$ cat config.mk
export PLATFORM = sky130hd
export DESIGN_NAME = alu_issue_ctrl
export DESIGN_NICKNAME = d
export VERILOG_FILES = /design/src/rtl/alu_issue_ctrl.sv
export SDC_FILE = /design/constraint.sdc
export NUM_CORES = 1
export LEC_CHECK = 0
export CAP_MARGIN = 20
export CORE_ASPECT_RATIO = 0.5
export CORE_MARGIN = 2
export CORE_UTILIZATION = 30
export DETAILED_ROUTE_END_ITERATION = 10
export MAX_ROUTING_LAYER = met4
export PLACE_DENSITY = 0.66
export SLEW_MARGIN = 20
export SYNTH_ARGS = -nofsm -noshare
export SYNTH_HDL_FRONTEND = slang
export SYNTH_SLANG_ARGS = --single-unit
$ cat constraint.sdc
create_clock -name clk -period 1.9 [get_ports clk]
set_clock_uncertainty 0.1 [all_clocks]
set_input_delay 0.38 -clock clk [delete_from_list [all_inputs] [get_ports clk]]
set_output_delay 0.38 -clock clk [all_outputs]
set_load 0.005 [all_outputs]
$ cat src/rtl/alu_issue_ctrl.sv
// Multi-cycle, non-pipelined ALU issue front end: accepts one RV32 instruction,
// decodes it, drives the combinational ALU and issues a single-cycle writeback.
module alu_issue_ctrl #(
  parameter int ALU_OP_W = 5,
  parameter int ZERO_W   = 8
) (
  input  logic                clk,
  input  logic                rstn,
  input  logic                inst_valid,
  output logic                inst_ready,
  input  logic [31:0]         inst,
  input  logic [31:0]         inst_pc,
  output logic [4:0]          rs1_addr,
  output logic [4:0]          rs2_addr,
  input  logic [31:0]         rs1_data,
  input  logic [31:0]         rs2_data,
  output logic [31:0]         alu_a,
  output logic [31:0]         alu_b,
  output logic [ALU_OP_W-1:0] alu_op,
  input  logic [31:0]         alu_c,
  input  logic [ZERO_W-1:0]   alu_zero,
  output logic                wb_en,
  output logic [4:0]          wb_addr,
  output logic [31:0]         wb_data,
  output logic                zero_flag,
  output logic                illegal,
  output logic [31:0]         retire_cnt
);

  localparam logic [ALU_OP_W-1:0] OP_NOP   = ALU_OP_W'(3'd0);
  localparam logic [ALU_OP_W-1:0] OP_LUI   = ALU_OP_W'(3'd1);
  localparam logic [ALU_OP_W-1:0] OP_AUIPC = ALU_OP_W'(3'd2);
  localparam logic [ALU_OP_W-1:0] OP_ADD   = ALU_OP_W'(3'd3);

  localparam logic [6:0] OPC_LUI   = 7'b0110111;
  localparam logic [6:0] OPC_AUIPC = 7'b0010111;
  localparam logic [6:0] OPC_OP    = 7'b0110011;
  localparam logic [6:0] OPC_OPIMM = 7'b0010011;

  typedef enum logic [1:0] {
    S_IDLE   = 2'd0,
    S_DECODE = 2'd1,
    S_EXEC   = 2'd2,
    S_WB     = 2'd3
  } state_t;

  function automatic logic [31:0] sext12(input logic [11:0] imm);
    return {{20{imm[11]}}, imm};
  endfunction

  state_t                state_r;
  state_t                state_nxt_s;
  logic [31:0]           inst_r;
  logic [31:0]           pc_r;
  logic [31:0]           alu_a_r;
  logic [31:0]           alu_b_r;
  logic [ALU_OP_W-1:0]   alu_op_r;
  logic                  wb_en_r;
  logic [4:0]            wb_addr_r;
  logic [31:0]           wb_data_r;
  logic                  zero_flag_r;
  logic                  illegal_r;
  logic [31:0]           retire_cnt_r;

  logic                  dec_legal_s;
  logic [ALU_OP_W-1:0]   dec_op_s;
  logic [31:0]           dec_a_s;
  logic [31:0]           dec_b_s;
  logic                  inst_ready_s;
  logic                  accept_s;
  logic                  ld_ops_s;
  logic                  clr_ops_s;
  logic                  capture_s;
  logic                  illegal_s;
  logic                  unused_zero_s;

  // Only bit 0 of the ALU zero flag carries information.
  assign unused_zero_s = ^alu_zero[ZERO_W-1:1];

  assign rs1_addr = inst_r[19:15];
  assign rs2_addr = inst_r[24:20];

  // Instruction decode from the latched word and the live register-file read data
  always_comb begin
    dec_legal_s = 1'b0;
    dec_op_s    = OP_NOP;
    dec_a_s     = 32'd0;
    dec_b_s     = 32'd0;
    case (inst_r[6:0])
      OPC_LUI: begin
        dec_legal_s = 1'b1;
        dec_op_s    = OP_LUI;
        dec_b_s     = {inst_r[31:12], 12'd0};
      end
      OPC_AUIPC: begin
        dec_legal_s = 1'b1;
        dec_op_s    = OP_AUIPC;
        dec_a_s     = pc_r;
        dec_b_s     = {inst_r[31:12], 12'd0};
      end
      OPC_OP: begin
        if ((inst_r[14:12] == 3'd0) && (inst_r[31:25] == 7'd0)) begin
          dec_legal_s = 1'b1;
          dec_op_s    = OP_ADD;
          dec_a_s     = rs1_data;
          dec_b_s     = rs2_data;
        end else begin
          dec_legal_s = 1'b0;
        end
      end
      OPC_OPIMM: begin
        if (inst_r[14:12] == 3'd0) begin
          dec_legal_s = 1'b1;
          dec_op_s    = OP_ADD;
          dec_a_s     = rs1_data;
          dec_b_s     = sext12(inst_r[31:20]);
        end else begin
          dec_legal_s = 1'b0;
        end
      end
      default: dec_legal_s = 1'b0;
    endcase
  end

  // State register
  always_ff @(posedge clk or negedge rstn) begin
    if (!rstn) begin
      state_r <= S_IDLE;
    end else begin
      state_r <= state_nxt_s;
    end
  end

  // Next-state logic; an illegal instruction skips EXEC/WB
  always_comb begin
    state_nxt_s = state_r;
    case (state_r)
      S_IDLE: begin
        if (inst_valid) begin
          state_nxt_s = S_DECODE;
        end else begin
          state_nxt_s = S_IDLE;
        end
      end
      S_DECODE: begin
        if (dec_legal_s) begin
          state_nxt_s = S_EXEC;
        end else begin
          state_nxt_s = S_IDLE;
        end
      end
      S_EXEC:  state_nxt_s = S_WB;
      S_WB:    state_nxt_s = S_IDLE;
      default: state_nxt_s = S_IDLE;
    endcase
  end

  // Per-state control strobes; ready is masked directly by reset
  always_comb begin
    inst_ready_s = rstn & (state_r == S_IDLE);
    accept_s     = inst_valid & inst_ready_s;
    ld_ops_s     = (state_r == S_DECODE) & dec_legal_s;
    illegal_s    = (state_r == S_DECODE) & ~dec_legal_s;
    capture_s    = (state_r == S_EXEC);
    clr_ops_s    = (state_r == S_WB);
  end

  // Instruction and PC latch at the handshake
  always_ff @(posedge clk or negedge rstn) begin
    if (!rstn) begin
      inst_r <= 32'd0;
      pc_r   <= 32'd0;
    end else if (accept_s) begin
      inst_r <= inst;
      pc_r   <= inst_pc;
    end else begin
      inst_r <= inst_r;
      pc_r   <= pc_r;
    end
  end

  // ALU operand registers: loaded after DECODE, held through EXEC/WB, cleared leaving WB
  always_ff @(posedge clk or negedge rstn) begin
    if (!rstn) begin
      alu_a_r   <= 32'd0;
      alu_b_r   <= 32'd0;
      alu_op_r  <= OP_NOP;
      illegal_r <= 1'b0;
    end else begin
      illegal_r <= illegal_s;
      if (ld_ops_s) begin
        alu_a_r  <= dec_a_s;
        alu_b_r  <= dec_b_s;
        alu_op_r <= dec_op_s;
      end else if (clr_ops_s) begin
        alu_a_r  <= 32'd0;
        alu_b_r  <= 32'd0;
        alu_op_r <= OP_NOP;
      end else begin
        alu_a_r  <= alu_a_r;
        alu_b_r  <= alu_b_r;
        alu_op_r <= alu_op_r;
      end
    end
  end

  // Result capture at the end of EXEC; the WB cycle sees strobe, data and count together
  always_ff @(posedge clk or negedge rstn) begin
    if (!rstn) begin
      wb_en_r      <= 1'b0;
      wb_addr_r    <= 5'd0;
      wb_data_r    <= 32'd0;
      zero_flag_r  <= 1'b0;
      retire_cnt_r <= 32'd0;
    end else if (capture_s) begin
      wb_en_r      <= (inst_r[11:7] != 5'd0);
      wb_addr_r    <= inst_r[11:7];
      wb_data_r    <= alu_c;
      zero_flag_r  <= alu_zero[0];
      retire_cnt_r <= retire_cnt_r + 32'd1;
    end else begin
      wb_en_r      <= 1'b0;
      wb_addr_r    <= wb_addr_r;
      wb_data_r    <= wb_data_r;
      zero_flag_r  <= zero_flag_r;
      retire_cnt_r <= retire_cnt_r;
    end
  end

  assign inst_ready = inst_ready_s;
  assign alu_a      = alu_a_r;
  assign alu_b      = alu_b_r;
  assign alu_op     = alu_op_r;
  assign wb_en      = wb_en_r;
  assign wb_addr    = wb_addr_r;
  assign wb_data    = wb_data_r;
  assign zero_flag  = zero_flag_r;
  assign illegal    = illegal_r;
  assign retire_cnt = retire_cnt_r;

endmodule

* Word-level counts from Yosys, hierarchy flattened
Cells that the tools add are included.
** Operators by class
- Equality and inequality tests :: 7
- Bitwise gates (word level) :: 5
- Reduce and logical (&&, ||, !) cells :: 7
- Add/subtract/negate cells :: 1
- Mux-type cells :: 21
** Operators with widths (number)
- $mux 32 :: 7
- $pmux 32 s3 :: 2
- $add 32x1->32 const B :: 1
- $pmux 5 s4 :: 1
- $eq 7x5->1 const B :: 2
- $eq 7x6->1 const B :: 2
- $mux 5 :: 2
- $pmux 2 s4 :: 1
- $logic_not 7->1 :: 1
- $mux 2 :: 3
- $reduce_bool 5->1 :: 1
- $and 1x1->1 :: 4
- $eq 2x2->1 const B :: 2
- $mux 1 :: 4
- $logic_not 3->1 :: 1
- $pmux 1 s3 :: 1
- $eq 2x1->1 const B :: 1
- $logic_not 2->1 :: 1
- $reduce_bool 2->1 :: 1
- $reduce_or 2->1 :: 1
- $logic_and 1x1->1 :: 1
- $not 1->1 :: 1
** Storage, ports and cells
- Register bits :: 207

* Logic depth before layout (Yosys ltp)
- Depth after elaboration :: 6
- Depth in mapped cells :: 8
- Mapped depth without buffers :: 6

* Least setup slack after synthesis
No wires, ideal clock.
- Path type :: flip-flop to flip-flop
- Start :: reg retire_cnt_r[0] (netlist: retire_cnt[0])
- End :: reg retire_cnt_r[24] (netlist: retire_cnt[24])
- Arrival time :: 1.771 ns
- Buffers on the path :: 0
- Period minus slack after synthesis :: 1.995 ns
- Path slack :: -0.095 ns
- Library setup time :: 0.124 ns
- Stages on the path, launching flop included :: 7
- Cells stage by stage :: dfrtp_1 -> ha_1 -> nand4b_1 -> nor3_1 -> and4_1 -> nand4_1 -> xnor2_1
** On the way
- Cells in the longest elaborated chain, start to end :: 1
** Ends and longest elaborated chain
- from (decl) :: RTL line 63 : logic [31:0] retire_cnt_r;
- from (signal assigned) :: RTL line 220 : retire_cnt_r <= retire_cnt_r + 32'd1;
- from (signal assigned) :: RTL line 226 : retire_cnt_r <= retire_cnt_r;
- $add 32x1->32 :: RTL line 220
Every way passes these cells.
A chain may end at the register's enable or synchronous reset.

* Worst setup path after layout
- Start :: reg inst_r[2]
- End :: reg alu_b_r[8] (netlist: alu_b[8])
** On the way
- Cells in the longest elaborated chain, start to end :: 5
** Ends and longest elaborated chain
- from (decl) :: RTL line 53 : logic [31:0] inst_r;
- from (signal assigned) :: RTL line 174 : inst_r <= inst;
- from (signal assigned) :: RTL line 177 : inst_r <= inst_r;
- $eq 7x5->1 or $eq 7x6->1 (tied branches) :: RTL line 89 : case (inst_r[6:0])
- $reduce_or 2->1 (no line)
- $pmux 1 s3 :: RTL line 89
- $and 1x1->1 :: RTL line 162 : ld_ops_s = (state_r == S_DECODE) & dec_legal_s;
- $mux 32 or $reduce_bool 2->1 (tied branches)
- to (signal assigned) :: RTL line 193 : alu_b_r <= dec_b_s;
- to (signal assigned) :: RTL line 201 : alu_b_r <= alu_b_r;
- to (decl) :: RTL line 56 : logic [31:0] alu_b_r;
Parallel ways exist; a longest one is shown, timed or not.

==> impl_metrics.csv <==
group,metric,value,unit
critical_path,worstPathBufferInverterCount,1,
critical_path,worst_path_dominant_cell_family,"simple AND/OR/NAND/NOR gates",
clock_tree,cts.reportedPaths.clkPinSlew,0.07,ns
grt,grt_max_degree,142,
grt,grt_pass1_vias,7148,
critical_path,critPathSlowestCell,"sky130_fd_sc_hd__or4_4",
routing,top_metal_layer_carrying_routed_signals,"met4",
yosys,synth_top_cells_by_area,"sky130_fd_sc_hd__dfrtp_1, sky130_fd_sc_hd__mux2_2, sky130_fd_sc_hd__o2bb2ai_1",
routing,avgRoutedWirePerCell,19.7,µm
timing,report.final.hold_viol_count,0,
clock_tree,tritoncts,"done",
cells_and_area,area_growth_syn_to_layout,63.5,%
yosys,synth_common_cells,"sky130_fd_sc_hd__dfrtp_1, sky130_fd_sc_hd__mux2_2, sky130_fd_sc_hd__o2bb2ai_1",
yosys,synthDistinctLibCells,37,
placement,place_worst_setup_slack,-0.423,ns
critical_path,crit_fanout,6,
cells_and_area,multi_input_comb_area,3290,µm²
clock_tree,clock_sinks,204,
pwr,power.switching_fraction,24.0,%
timing,setup_slack,-0.161,ns
timing,period_needed,2.06,ns
die,design.die.area,29600,µm²
clock_tree,cts_htree_levels,1,
routing,routed_wirelength,27.8,mm
critical_path,timing.critical_path.to_type,"flop",
yosys,synth_seq_area_share,60.4,%
cells_and_area,final_cell_area,13800,µm²
routing,num_vias,6757,
critical_path,critPathArrivalTime,2.40,ns
routing,dr.pass1.iters,5,
placement,gp_routability_congestion,0.851,
routing,route.antenna.remaining_nets,0,
pwr,switchingPower,0.00315,W
cells_and_area,finish.net_count,1183,
routing,detailroute.wirelength.met2,14.3,mm
yosys,netlist_instances,621,
critical_path,path_cells,"nor4_2 -> buf_4 -> nor2_4 -> or4_4 -> or2_4 -> o2bb2ai_2",
cells_and_area,regArea,5110,µm²
pwr,leakagePower,6.86,nW
pwr,report.power.total,0.0131,W
critical_path,worstSetupStartpointType,"flop",
die,rows,43,
timing,timing_max_transition_violations_final,0,
grt,grt_overflow,0,
routing,dr.first_iter.drc_count,343,
yosys,synth_area_leader_cell,"sky130_fd_sc_hd__dfrtp_1",
placement,place.port_buffers,312,
critical_path,worst-setup-path-type,"reg2reg",
die,die_y,123,µm
critical_path,crit-reg2reg-launch,"inst_r[2]",
clock_tree,clk_root_buffer_cell,"sky130_fd_sc_hd__clkbuf_16",
timing,max_slew.worst_pin.slew,0.836,ns
timing,max_freq,0.485,GHz
grt,antenna_found_initial,2,
timing,rsz0062_at_grt,"true",
run,maxCapViolCount,0,
pwr,vdd_drop_max,0.000644,V
yosys,synth_top_flop_cell,"sky130_fd_sc_hd__dfrtp_1",
clock_tree,clockBufferDepth,3,
worst_hold_path,hp-class,"in2async",
grt,grt_pass1_wl,41.3,mm
critical_path,required,2.24,ns
die,start_util,30.5,%
die,design.core.area,27700,µm²
yosys,syn-cell-area,8450,µm²
routing,wirelength_met1,11.5,mm
pwr,power_per_cell_area,951,nW/µm²
die,die_width,241,µm
die,pin_count,323,
critical_path,critPathLaunch,"inst_r[2]",
yosys,synth_top_area_share,60.4,%
placement,placed_cell_area,12400,µm²
yosys,number_of_flops_mapped_to_enable_cells_by_yosys,0,
placement,placed_wire_length_estimate,19.4,mm
cells_and_area,layoutNonFillerInstCount,1411,
grt,global_route.usage.total,18.8,%
pwr,clkPwrFrac,37.2,%
critical_path,crit_path_max_incr_delay,0.60,ns
yosys,yosysMostFrequentCell,"sky130_fd_sc_hd__dfrtp_1",
routing,detailroute.wirelength.met3,787,µm
outcome,failed_checks,"negative setup slack",
timing,setup_total_negative_slack,-7.13,ns
clock_tree,insertion_delay_to_the_later_sink_of_the_worst_skew_pair,0.51,ns
outcome,status,"complete, but fails checks",
yosys,asyncSetResetFlopFracSynth,100,%
routing,drc_errors,0,
placement,placed_cells_incl_taps,1323,
pwr,power.sequential.fraction,41.6,%
yosys,synth.ff_latch_count,204,
timing,report.final.setup_viol,67,
routing,vias_per_cell,4.79,
clock_tree,tritoncts.num_buffers,22,
pwr,internal-power,0.00999,W
pwr,comb_power_share,21.2,%
timing,min_period_over_period,108,%
cells_and_area,post_route_cells_drive_above_1_share,28.3,%
timing,maxSlewHeadroom,44.3,%
cells_and_area,fillers,2390,
yosys,warnings_from_yosys,0,
yosys,synth_area_per_cell,13.6,µm²
## worst min-delay path, delay by kind of cell
kind	cells	cell delay, ns
buffers and inverters	3	0.77
## placed cells by master, fill, tap and decap left out, drive strengths merged, types with 2 or more instances in the layout
master,instances
a21oi,15
a221oi,20
a22oi,32
and3,4
and4,5
buf,107
bufinv,5
clkbuf,30
clkdlybuf4s50,203
clkinv,4
conb,3
dfrtp,204
diode,3
dlygate4sd2,54
dlymetal6s2s,53
inv,3
mux2,103
nand2,13
nand2b,4
nand3,11
nand4,10
nand4b,3
nor2,9
nor2b,13
nor3,7
nor3b,2
nor4,2
o2bb2ai,66
or2,2
or4,2
xnor2,24
xor2,7
## layout make-up
cell class                      count  area share (%)
Antenna cell                        3          0.0543
Clock buffer                       29            4.69
Clock inverter                     10            1.32
Inverter                            2          0.0543
Multi-Input combinational cell    363            23.8
Sequential cell                   204            37.0
Tap cell                          382            3.46
Timing Repair Buffer              418            29.7
## through the flow
stage               hold WS, ns  utilization (%)
CTS                      0.0773             48.7
global route              0.120             49.9
global placement          0.362             44.7
floorplan               -0.0156                -
detailed placement        0.367             44.7
finish                   0.0334             49.9
## sequential cells by signal, indices dropped and copies added (netlist names), 2 cells and up, named ones only
name	flops
inst_r	32
alu_b	32
retire_cnt	32
wb_data	32
alu_op	2
alu_a	32
pc_r	32
wb_addr	5
## metal layers
| metal | up-vias | global-route usage [%] |
|---|---|---|
| li1 | 3093 | - |
| met1 | 3448 | 22.7 |
| met2 | 151 | 31.3 |
| met3 | 65 | 3.10 |
| met4 | 0 | 8.22 |
| met5 | - | - |
## power by group through the flow
stage / clock network [W] / logic (W) / registers [W]
final: 0.00489 / 0.00279 / 0.00546
after global routing: 0.00520 / 0.00299 / 0.00555
after CTS: 0.00501 / 0.00281 / 0.00546
after detailed placement: 0 / 0.00271 / 0.00556
after global placement: 0 / 0.00266 / 0.00552
after floorplan: 0 / 0.000947 / 0.00553
## final timing paths
kind,endpoint,slack [ns],depth (start not counted)
worst max-delay path,alu_b[8],-0.16,6
worst min-delay path,inst_r[27],0.03,3
worst max register to register,alu_b[8],-0.16,6
worst min register to register,retire_cnt[31],0.38,1
max in group asynchronous,inst_r[20],0.99,3
min in group clk,retire_cnt[31],0.38,1
## what timing repair did
item                                    in CTS  in global routing
cloned                                       1                  0
gates resized for setup                     79                 72
hold buffers                                 0                  0
endpoints found under the setup margin     153                138
pin swaps                                   11                 15
buffers inserted                            33                 12
## kinds of logic (layout without fill, tap and decap cells)
kind of cell | count (synthesis) | after routing | synth area share (%)
compound gates | 135 | 135 | 12.8
xor+xnor | 31 | 31 | 3.21
fa+ha+maj | 1 | 1 | 0.148
buf+inv | 57 | 459 | 3.40
flops | 204 | 204 | 60.4
mux | 103 | 103 | 13.7
other cells | 1 | 6 | 0.0444
simple gates | 89 | 90 | 6.23
No activity file was read; power rests on OpenSTA's default activity.
